`src/rtl/multiplier_datapath.sv`:
```
// -----------------------------------------------------------------------------
// multiplier_datapath
//
// Purpose:
//   Shift-and-add unsigned multiplier datapath. An external controller loads
//   the operands, then issues one step per cycle, choosing add_shift when
//   multiplier_lsb is 1 and shift when it is 0. After WIDTH steps the
//   accumulator holds word1*word2 and product_valid rises one cycle later.
//
// Parameters:
//   WIDTH          operand width in bits (2..32)
//
// Ports:
//   clk            rising-edge clock for all state
//   reset_n        asynchronous, active-low reset
//   word1          multiplicand operand (unsigned)
//   word2          multiplier operand (unsigned)
//   load_words     capture operands, clear accumulator, counter and valid
//   shift          shift-only step (multiplier bit 0)
//   add_shift      add-then-shift step (multiplier bit 1)
//   multiplier_lsb bit 0 of the multiplier register
//   count_check    multiplication finished
//   product        accumulator contents
//   product_valid  product holds a completed result
//
// Configuration macro:
//   EARLY_EXIT_EN  when defined, the operation also counts as finished once
//                  the remaining multiplier bits are all zero, and further
//                  steps are ignored. The product is still exact because
//                  those remaining steps could only have been shifts.
// -----------------------------------------------------------------------------
module multiplier_datapath #(
  parameter int WIDTH = 8
) (
  input  logic               clk,
  input  logic               reset_n,
  input  logic [WIDTH-1:0]   word1,
  input  logic [WIDTH-1:0]   word2,
  input  logic               load_words,
  input  logic               shift,
  input  logic               add_shift,
  output logic               multiplier_lsb,
  output logic               count_check,
  output logic [2*WIDTH-1:0] product,
  output logic               product_valid
);

  localparam int CNT_W = $clog2(WIDTH + 1);
  localparam logic [CNT_W-1:0] CNT_MAX = CNT_W'(WIDTH);

  logic [2*WIDTH-1:0] m_reg;
  logic [WIDTH-1:0]   q_reg;
  logic [2*WIDTH-1:0] p_reg;
  logic [CNT_W-1:0]   cnt_reg;
  logic               vld_reg;
  logic               loaded;

  logic               cnt_done;
  logic               step_en;

  // The counter saturates at WIDTH; that alone marks completion in the
  // default build.
  assign cnt_done = (cnt_reg == CNT_MAX);

`ifdef EARLY_EXIT_EN
  // Once the multiplier register has shifted down to zero, every remaining
  // step would be a plain shift that never touches the accumulator, so the
  // result is already final. The loaded flag keeps the all-zero registers
  // left behind by reset from looking like a finished operation.
  assign count_check = cnt_done || (loaded && (q_reg == '0));
`else
  assign count_check = cnt_done;
`endif

  // A step only happens for an operation that was actually loaded and has not
  // finished yet. add_shift wins over shift, so either request starts a step.
  assign step_en = loaded && !count_check && (shift || add_shift);

  // Operand, accumulator and counter registers. Load has top priority and
  // rebuilds every register, which is also what makes a mid-operation load
  // an abort with no leftovers from the old operands.
  always_ff @(posedge clk or negedge reset_n) begin
    if (!reset_n) begin
      m_reg   <= '0;
      q_reg   <= '0;
      p_reg   <= '0;
      cnt_reg <= '0;
    end else if (load_words) begin
      m_reg   <= {{WIDTH{1'b0}}, word1};
      q_reg   <= word2;
      p_reg   <= '0;
      cnt_reg <= '0;
    end else if (step_en) begin
      if (add_shift) begin
        p_reg <= p_reg + m_reg;
      end
      m_reg   <= m_reg << 1;
      q_reg   <= q_reg >> 1;
      cnt_reg <= cnt_reg + CNT_W'(1);
    end
  end

  // Valid flag: registered one edge after completion is seen, and sticky until
  // the next load or reset so saturated steps cannot clear it.
  always_ff @(posedge clk or negedge reset_n) begin
    if (!reset_n) begin
      vld_reg <= 1'b0;
    end else if (load_words) begin
      vld_reg <= 1'b0;
    end else if (count_check) begin
      vld_reg <= 1'b1;
    end
  end

  // Remembers that operands have been captured since reset, so stray step
  // pulses after a reset are ignored until a fresh load arrives.
  always_ff @(posedge clk or negedge reset_n) begin
    if (!reset_n) begin
      loaded <= 1'b0;
    end else if (load_words) begin
      loaded <= 1'b1;
    end
  end

  // All visible results come straight from registers.
  assign multiplier_lsb = q_reg[0];
  assign product        = p_reg;
  assign product_valid  = vld_reg;

endmodule

```
`config.mk`:
```
export PLATFORM = sky130hd
export DESIGN_NAME = multiplier_datapath
export DESIGN_NICKNAME = d
export VERILOG_FILES = /design/src/rtl/multiplier_datapath.sv
export SDC_FILE = /design/constraint.sdc
export NUM_CORES = 1
export LEC_CHECK = 0
export CAP_MARGIN = 0
export CORE_ASPECT_RATIO = 0.6
export CORE_UTILIZATION = 50
export CTS_CLUSTER_SIZE = 40
export DETAILED_ROUTE_END_ITERATION = 10
export PLACE_DENSITY = 0.73
export SYNTH_ARGS = -nofsm -noshare
export SYNTH_HDL_FRONTEND = slang
export SYNTH_SLANG_ARGS = --single-unit
```
`constraint.sdc`:
```
create_clock -name clk -period 3 [get_ports clk]
set_input_delay 0.6 -clock clk [delete_from_list [all_inputs] [get_ports clk]]
set_output_delay 0.6 -clock clk [all_outputs]
set_load 0.01 [all_outputs]
```
==> impl_metrics.ini, run 1 <==
[placed_design]
dpl.hpwl_um = 4450
gp_congestion = 0.831
dpl_cell_area_um2 = 3030
dp.cells = 375
portBuffers = 39

[yosys]
synth_cell_type_count = 33
synth_top_area_frac = 0.447
synth_fp_nets = 317
synth_warnings = 0
async_reset_ff_frac = 1.00
synthTopCellsByArea = dfrtp_1 (45%), nand2_1 (9.0%), ha_1 (8.3%), o21ai_0 (7.2%), mux2i_1 (5.4%)
synth.ff_latch_count = 46
ys_seq_area_frac = 0.447
synth_edf_count = 0
synth_top_cell_by_area = dfrtp_1
synth_area_um2 = 2570
syn_area_per_cell_um2 = 9.26
synth_ff_type = dfrtp_1
synthCells = 278

[timing]
worst_pin_slew_ns = 0.997
setup_tns_ns = 0
slew_headroom = 0.335
rsz0062_at_grt = no
hold_viol_final = 0
finalSetupViolCount = 0
fmax_mhz = 390
fin_crit_ns = 2.57
slew_viol_final = 0
period_share = 0.856
skew_ns = 0.0102

[cells_and_area]
area_delta_synth_final_pct = 21.4
finalNonFillerCells = 383
drive_gt1_frac = 0.0719
utilization = 0.657
fillerInstances = 414
final_cell_mix = nand2_1 (62), dfrtp_1 (46), clkdlybuf4s50_1 (38), o21ai_0 (37), a21oi_1 (22)
final_nets = 358
postLayoutCellArea_um2 = 3120
final_common_cell = nand2_1
antennaDiodeCount = 0

[global_routing]
grt_pass1_wl_um = 9800
grt_pass1_vias = 2091
grt_overflow = 0
grt_max_degree = 47
antenna_found_initial = 0
grt.total_usage = 0.236

[power]
power.leakage_nw = 1.39
ir_drop_mv = 0.247
power_frac_seq = 0.497
internal_power_mw = 1.00
p_per_area_nw_per_um2 = 456
power.net_switching_uw = 422
power_frac_comb = 0.227
clkPwrFrac = 0.276
switching_share = 0.296
power_mw = 1.42

[clocking]
clk_latency_ns = 0.29
cts_root_buf = clkbuf_8
clkTransAtPathRegs_ns = 0.09
post_cts_buffers = 0
cts_sinks = 46
cts_inserted_buffers = 5
hold_buffers = 0
cts-htree-levels = 2
cts_tree = yes
cts.repair.resized = 0
cts_buffer_depth = 2

[critical_path]
cp_num_buf_inv = 3
path_cells = inv_1 -> ha_1 -> nand2_1 -> or2_2 -> inv_1 -> clkdlybuf4s50_1
slowest_delay_ns = 0.55
crit_arrival_ns = 1.97
cp_top_family = buffers and inverters
crit_top_cell = inv_1
slowest_stage = clkdlybuf4s50_1
end_kind = output port
cp.required_ns = 2.40
critPathMaxFanout = 4
startpoint_type = flop
worstSetupPathType = flop to output port

[floorplan]
rows = 19
initial_utilization = 0.541
dieArea_um2 = 5450
core_area_um2 = 4750
io_pins = 40
die_x_um = 94.6
die_h_um = 57.6

[status]
status = completed

[routing]
initialDrtViolationCount = 88
via_per_inst = 5.56
via_count = 2130
wirelength_um = 5890
wl_per_cell_um = 15.4
drc = 0
dr.pass1.iters = 6
ant_nets = 0

[min_path]
worstHoldPathType = input port to asynchronous set/reset pin

[run]
cap_violations = 0
-- cells in the mapped netlist (all sizes together) (2+ instances only) --
cell and n:
ha 17, xor2 7, a32o 2, buf 4, nor2 12, nand2 62
clkbuf 6, a21oi 23, or2 3, a22o 2, xnor2 9, mux2i 14
o21ai 38, or3 2, nand4 2, nand3 4, inv 7, o21bai 3
o211ai 3, nand2b 3, dfrtp 46
-- final timing paths --
| check | start | to | slack (ns) | cells past startpoint |
|---|---|---|---|---|
| max | cnt_reg[0] | count_check | 0.43 | 6 |
| min | reset_n | product[9] | 0.46 | 1 |
| max reg2reg | product[0] | product[12] | 0.58 | 9 |
| min reg2reg | product_valid | product_valid | 0.52 | 2 |
| max in group asynchronous | reset_n | m_reg[0] | 1.91 | 1 |
| min in group clk | product_valid | product_valid | 0.52 | 2 |
-- metal layers --
metal | share of wire | routed length, um | track usage | vias to the layer above
li1 | - | - | - | 1046
met1 | 0.49 | 2910 | 0.337 | 1023
met2 | 0.46 | 2690 | 0.382 | 59
met3 | 0.049 | 287 | 0.0427 | 2
met4 | 0.0017 | 10 | 0.0433 | 0
met5 | 0 | 0 | 0 | -
-- power groups by stage --
stage	combinational, mW	sequential [mW]	clock (mW)
after floorplan	0.186	0.717	0
after global placement	0.310	0.717	0
after detailed placement	0.322	0.719	0
after CTS	0.325	0.707	0.400
after global routing	0.362	0.714	0.426
final	0.324	0.708	0.393
-- kinds of logic (layout without fill, tap and decap cells) --
group | count (synthesis) | count (layout) | synth area share
AOI/OAI and AO/OA | 78 | 78 | 0.183
xor gates and xnor gates | 16 | 16 | 0.0545
adders and majority gates | 18 | 18 | 0.0904
buffers and inverters | 17 | 59 | 0.0267
DFF | 46 | 46 | 0.447
muxes | 14 | 14 | 0.0544
and+or+nand+nor | 89 | 89 | 0.143
-- final cells by class --
cell class                      count  area, um^2  share of cell area
Multi-Input combinational cell    215        1350               0.433
Clock inverter                      1        5.00             0.00160
Clock buffer                        7        86.3              0.0276
Sequential cell                    46        1150               0.368
Timing Repair Buffer               44         423               0.135
Tap cell                           63        78.8              0.0252
Inverter                            7        26.3             0.00841
-- through the flow --
stage          setup slack (ns)  hold WS [ns]
3_5_place_dp              0.580         0.499
2_1_floorplan             0.838         0.304
3_3_place_gp              0.662         0.490
6_report                  0.433         0.461
4_1_cts                   0.434         0.517
5_1_grt                   0.329         0.544
(Power assumes the default switching activity.)
==> run 2: changes to the inputs <==
Settings changed: CELL_PAD_IN_SITES_DETAIL_PLACEMENT set to 0, CELL_PAD_IN_SITES_GLOBAL_PLACEMENT set to 2, CORE_UTILIZATION 50 to 33, CTS_CLUSTER_SIZE 40 to not set, GPL_TIMING_DRIVEN set to 0, PLACE_DENSITY 0.73 to 0.77.
==> impl_metrics.ini, run 2 (same netlist as run 1, synthesis figures left out) <==
[status]
status = completed

[timing]
rsz0062_at_grt = no
fmax_mhz = 393
timing.hold.ws_ns = 0.195
worst_pin_slew_ns = 0.834
hold_viol_final = 0
fin_crit_ns = 2.54
setup_ws_ns = 0.459
period_share = 0.847
setup_tns_ns = 0
finalSetupViolCount = 0
slew_headroom = 0.441
skew_ns = 0.00522
slew_viol_final = 0

[critical_path]
end_kind = output port
worstSetupPathType = flop to output port
critPathMaxFanout = 4
cp.required_ns = 2.40
startpoint_type = flop
crit_arrival_ns = 1.94

[run]
cap_violations = 0

[cells_and_area]
fillerInstances = 752
drive_gt1_frac = 0.0736
final_nets = 364
antennaDiodeCount = 0
finalNonFillerCells = 430
final_common_cell = nand2_1
final_cell_mix = nand2_1 (62), dfrtp_1 (46), clkdlybuf4s50_1 (38), o21ai_0 (37), a21oi_1 (22)
utilization = 0.441
area_delta_synth_final_pct = 27.1
regArea_um2 = 1150
postLayoutCellArea_um2 = 3270
multiInputGateArea_um2 = 1350

[clocking]
cts_inserted_buffers = 5
cts-htree-levels = 2
cts_tree = yes
cts_root_buf = clkbuf_16
post_cts_buffers = 0
clk_latency_ns = 0.29
cts.repair.resized = 0
hold_buffers = 0
cts_sinks = 46
cts_buffer_depth = 2
clkTransAtPathRegs_ns = 0.07

[routing]
ant_nets = 0
initialDrtViolationCount = 97
via_count = 2067
via_per_inst = 4.81
wirelength_um = 6220
drc = 0
dr.pass1.iters = 4
wl_per_cell_um = 14.5

[power]
power_frac_comb = 0.199
switching_share = 0.278
power_frac_seq = 0.435
ir_drop_mv = 0.222
p_per_area_nw_per_um2 = 497
power.net_switching_uw = 452
power.leakage_nw = 1.43
power_mw = 1.63
internal_power_mw = 1.17
clkPwrFrac = 0.366

[floorplan]
rows = 24
die_h_um = 70.4
io_pins = 40
core_area_um2 = 7420
initial_utilization = 0.347
dieArea_um2 = 8170
die_x_um = 116

[placed_design]
dpl_cell_area_um2 = 3110
dp.cells = 422
portBuffers = 39
place_ws_ns = 0.603
gp_congestion = 0.772
dpl.hpwl_um = 4690

[global_routing]
grt_overflow = 0
grt_max_degree = 37
antenna_found_initial = 0
grt.total_usage = 0.167
grt_pass1_vias = 1980
grt_pass1_wl_um = 10200

[min_path]
worstHoldPathType = input port to asynchronous set/reset pin
==> run 2: changes by cell type in the layout (fill, tap and decap cells not counted) <==
cell and delta:
clkbuf_8 -4, buf_12 +1, buf_4 -5, clkinv_2 -1, buf_2 +4, clkinv_4 +1
clkbuf_1 +5, clkbuf_16 +5
==> run 2: critical path, stage by stage (launching register included) <==
cell and delay (ns):
dfrtp_1 0.42, inv_1 0.08, ha_1 0.13, nand2_1 0.05, or2_2 0.31, inv_1 0.11
clkdlybuf4s50_1 0.55
==> run 2: final cells by class <==
type                    count  share of cell area
plain buffers              10              0.0130
clock buffers               7              0.0467
clock inverters             1             0.00268
inverters                   7             0.00803
multi-input cells         215               0.414
flip-flops and latches     46               0.352
well taps                 104              0.0398
repair buffers             40               0.124
==> run 2: per-layer routing <==
metal | GRT usage | vias up | part of all wire
li1 | - | 1062 | -
met1 | 0.270 | 959 | 0.57
met2 | 0.214 | 41 | 0.38
met3 | 0.0425 | 5 | 0.042
met4 | 0.0342 | 0 | 0.0050
met5 | 0 | - | 0
==> run 2: final timing paths <==
kind | startpoint | to | slack, ns | cells past startpoint
worst max register to register | product[0] | product[12] | 0.55 | 9
worst min register to register | product_valid | product_valid | 0.50 | 2
worst max-delay path | cnt_reg[0] | count_check | 0.46 | 6
worst min-delay path | reset_n | product[7] | 0.19 | 1
min in group clk | product_valid | product_valid | 0.50 | 2
max in group asynchronous | reset_n | product[0] | 2.31 | 2
==> run 2: power groups by stage <==
stage	combinational [mW]	sequential (mW)	clock (mW)
6_report	0.323	0.708	0.595
5_1_grt	0.359	0.713	0.645
4_1_cts	0.327	0.707	0.619
3_5_place_dp	0.324	0.718	0
3_3_place_gp	0.321	0.719	0
2_1_floorplan	0.186	0.717	0
==> RTL edit 1: new RTL, flow settings as in run 1 <==
Change the parameter `WIDTH` from 8 to 4.
--- a/src/rtl/multiplier_datapath.sv
+++ b/src/rtl/multiplier_datapath.sv
@@ -30,7 +30,7 @@
 //                  those remaining steps could only have been shifts.
 // -----------------------------------------------------------------------------
 module multiplier_datapath #(
-  parameter int WIDTH = 8
+  parameter int WIDTH = 4
 ) (
   input  logic               clk,
   input  logic               reset_n,
Ports: changed (resized product, word1 and word2); port bits go from 40 to 24. No check against the original RTL was run, so the function may have changed too.
==> RTL edit 1 against run 1 <==
The run now ends with DRC left; sequential power is 45% lower; area after synthesis is 45% lower; design area is 45% lower; power fell by 46%; clock power decreased by 49%; non-clock buffer count shrank 18; routed wire length decreased by 52%; worst setup slack improved by 0.34 ns; synthesized cell count shrank 47%; via count decreased by 48%; sequential cell count decreased by 21; critical path type unchanged; highest routed layer unchanged.
==> RTL edit 1: results <==
logic_synthesis:
  syn_nets: 170
  synth_cell_types: 42
  yosysSeqAreaShare: 0.439
  yosys-top-cells-area: "dfrtp_1 (44%), ha_1 (7.9%), nand2_1 (7.9%), mux2i_1 (4.2%), a21oi_1 (3.9%)"
power_and_ir_drop:
  power.leakage_nw: 0.778
  ir_worst_vdd_v: 0.000293
  seq_power_share: 0.504
run_status:
  outcome: "finished with violations"
  violations: "DRC"
layout:
  nets: 195
  fillCellCount: 215
  design_area_sq_um: 1720
  drive_above_1_share: 0.0936
drt:
  initialDrtViolationCount: 80
  wl_mm: 2.84
  drcViolationCount: 4
  firstDrtPassIters: 7
  drt-vias-per-instance: 5.45
critical_path:
  worstRegToRegCells: 6
  max_stage_delay_ns: 0.53
  crit_arrival_ns: 1.63
  crit_fanout: 6
  r2r_slack_ns: 0.84
  worstReg2RegEnd: "product[7]"
sta:
  holdWs_ns: 0.503
  finClkSkew_ns: 0.00227
cts:
  htreeDepth: 1
  clk_latency_ns: 0.27
global_route:
  grt_pass1_vias: 1059
  grtUsageTotal: 0.207
hold_path:
  hp-class: "reg2reg"
placement:
  gp_congestion: 0.845
  numPortBuffers: 23
-- RTL edit 1: cells by family after synthesis --
| group | count (synthesis) | share of synthesized area |
|---|---|---|
| DFF | 25 | 0.439 |
| buffers and inverters | 9 | 0.0369 |
| AOI/OAI and AO/OA | 36 | 0.165 |
| adders and majority gates | 10 | 0.0931 |
| muxes | 6 | 0.0421 |
| and+or+nand+nor | 57 | 0.199 |
| xor gates and xnor gates | 4 | 0.0246 |
-- RTL edit 1: worst max-delay path by stage --
stage                       end  slack, ns  cells after the start
floorplan            product[7]       1.08                      6
global placement     product[7]       0.65                      5
detailed placement   product[7]       0.58                      5
CTS                 count_check       0.75                      5
global route        count_check       0.68                      5
finish              count_check       0.77                      5
-- RTL edit 1: layout make-up --
cell class                      instances  area share
Inverter                                3     0.00654
Timing Repair Buffer                   26       0.147
Multi-Input combinational cell        113       0.434
Tap cell                               32      0.0233
Sequential cell                        25       0.363
Clock buffer                            4      0.0262
-- RTL edit 1: through the flow --
stage	power, mW	instances
CTS	0.773	203
detailed placement	0.573	199
global placement	0.566	199
global route	0.810	203
finish	0.766	203
floorplan	0.501	147
-- RTL edit 1: tightest hold or removal path, cell delays in order (launching register included) --
cell and delay [ns]:
dfrtp_1 0.35, nor2_1 0.05, nor2_1 0.07
-- RTL edit 1: routing by layer --
| metal | track usage | up-vias | wire length (um) | part of all wire |
|---|---|---|---|---|
| met5 | 0 | - | 0 | 0 |
| met4 | 0.0680 | 0 | 21 | 0.0074 |
| met3 | 0.0581 | 4 | 100 | 0.035 |
| met2 | 0.312 | 20 | 1270 | 0.45 |
| met1 | 0.295 | 515 | 1450 | 0.51 |
| li1 | - | 567 | - | - |
==> RTL edit 2: new RTL, settings of run 1 <==
Made on the original files. Register the inputs `word1`, `word2`, `load_words` and `add_shift` before use, with the module's reset. The logic sees them one clock later. The other inputs are not delayed to match. Comments in the files are not updated.
--- a/src/rtl/multiplier_datapath.sv
+++ b/src/rtl/multiplier_datapath.sv
@@ -48,6 +48,25 @@
   localparam int CNT_W = $clog2(WIDTH + 1);
   localparam logic [CNT_W-1:0] CNT_MAX = CNT_W'(WIDTH);
 
+  logic [WIDTH-1:0] word1_q;
+  logic [WIDTH-1:0] word2_q;
+  logic load_words_q;
+  logic add_shift_q;
+
+  always_ff @(posedge clk or negedge reset_n) begin
+    if (!reset_n) begin
+      word1_q      <= '0;
+      word2_q      <= '0;
+      load_words_q <= '0;
+      add_shift_q  <= '0;
+    end else begin
+      word1_q      <= word1;
+      word2_q      <= word2;
+      load_words_q <= load_words;
+      add_shift_q  <= add_shift;
+    end
+  end
+
   logic [2*WIDTH-1:0] m_reg;
   logic [WIDTH-1:0]   q_reg;
   logic [2*WIDTH-1:0] p_reg;
@@ -74,7 +93,7 @@
 
   // A step only happens for an operation that was actually loaded and has not
   // finished yet. add_shift wins over shift, so either request starts a step.
-  assign step_en = loaded && !count_check && (shift || add_shift);
+  assign step_en = loaded && !count_check && (shift || add_shift_q);
 
   // Operand, accumulator and counter registers. Load has top priority and
   // rebuilds every register, which is also what makes a mid-operation load
@@ -85,13 +104,13 @@
       q_reg   <= '0;
       p_reg   <= '0;
       cnt_reg <= '0;
-    end else if (load_words) begin
-      m_reg   <= {{WIDTH{1'b0}}, word1};
-      q_reg   <= word2;
+    end else if (load_words_q) begin
+      m_reg   <= {{WIDTH{1'b0}}, word1_q};
+      q_reg   <= word2_q;
       p_reg   <= '0;
       cnt_reg <= '0;
     end else if (step_en) begin
-      if (add_shift) begin
+      if (add_shift_q) begin
         p_reg <= p_reg + m_reg;
       end
       m_reg   <= m_reg << 1;
@@ -105,7 +124,7 @@
   always_ff @(posedge clk or negedge reset_n) begin
     if (!reset_n) begin
       vld_reg <= 1'b0;
-    end else if (load_words) begin
+    end else if (load_words_q) begin
       vld_reg <= 1'b0;
     end else if (count_check) begin
       vld_reg <= 1'b1;
@@ -117,7 +136,7 @@
   always_ff @(posedge clk or negedge reset_n) begin
     if (!reset_n) begin
       loaded <= 1'b0;
-    end else if (load_words) begin
+    end else if (load_words_q) begin
       loaded <= 1'b1;
     end
   end
Check against the original RTL: not equivalent (a bounded check fails within 4 cycles, from zero or initial values and one cycle with reset_n low).
==> RTL edit 2 against run 1 <==
Critical path depth did not move; area after synthesis rose by 19%; worst setup slack improved by 0.027 ns; routed wire length rose by 6.9%; design area rose by 19%; register-to-register slack improved by 0.09 ns; sequential cell count rose by 18; power rose by 38%.
==> RTL edit 2: results <==
drt:
  dr_wl_met3_um: 342
  met2_length_mm: 2.68
  wl_mm: 6.30
  initialDrtViolationCount: 115
  wl_met1_mm: 3.24
logic_synthesis:
  netlist_area_sq_um: 3070
  synth_cell_types: 40
  yosys-top-cells-count: "dfrtp_1 (64), nand2_1 (61), o21ai_1 (22), a21oi_1 (21), ha_1 (17)"
  syn_nets: 334
  yosysSeqAreaShare: 0.522
cts:
  htreeDepth: 3
  clk_latency_ns: 0.34
  cts_made_buffers: 9
global_route:
  grt_use_met3: 0.0694
  grtUsageTotal: 0.219
  use_met2: 0.301
  grt_max_degree: 38
floorplanning:
  die_area_sq_um: 6460
placement:
  dpl_cell_area_sq_um: 3540
run_status:
  outcome: "completed"
layout:
  drive_above_1_share: 0.105
  nets: 378
  fillCellCount: 470
power_and_ir_drop:
  power.leakage_nw: 1.64
  ir_worst_vdd_v: 0.000306
  p_comb_mw: 0.340
-- RTL edit 2: changes by cell type after synthesis, sizes merged --
cell,before,now
buf,4,5
clkbuf,6,5
nand2,62,61
dfrtp,46,64
o21ai,38,36
a22o,2,3
o21a,0,1
-- RTL edit 2: cell families (layout without fill, tap and decap cells) --
family	after synthesis	in the layout	synth area share
mux	14	14	0.0457
xor+xnor	16	16	0.0457
compound gates	78	78	0.164
fa+ha+maj	18	18	0.0759
flops	64	64	0.522
buf+inv	17	66	0.0224
simple gates	88	88	0.124
-- RTL edit 2: cell type report --
class	instances	area [sq um]	area share
sequential	64	1600	0.431
multi-input combinational	214	1400	0.375
timing repair buffer	43	415	0.112
clock buffer	9	124	0.0333
tap	80	100	0.0269
clock inverter	7	55.1	0.0148
inverter	7	26.3	0.00707
-- RTL edit 2: through the flow --
step,util,instances
after floorplan,-,295
after global placement,0.618,408
after detailed placement,0.618,408
after CTS,0.649,424
after global routing,0.649,424
final,0.649,424
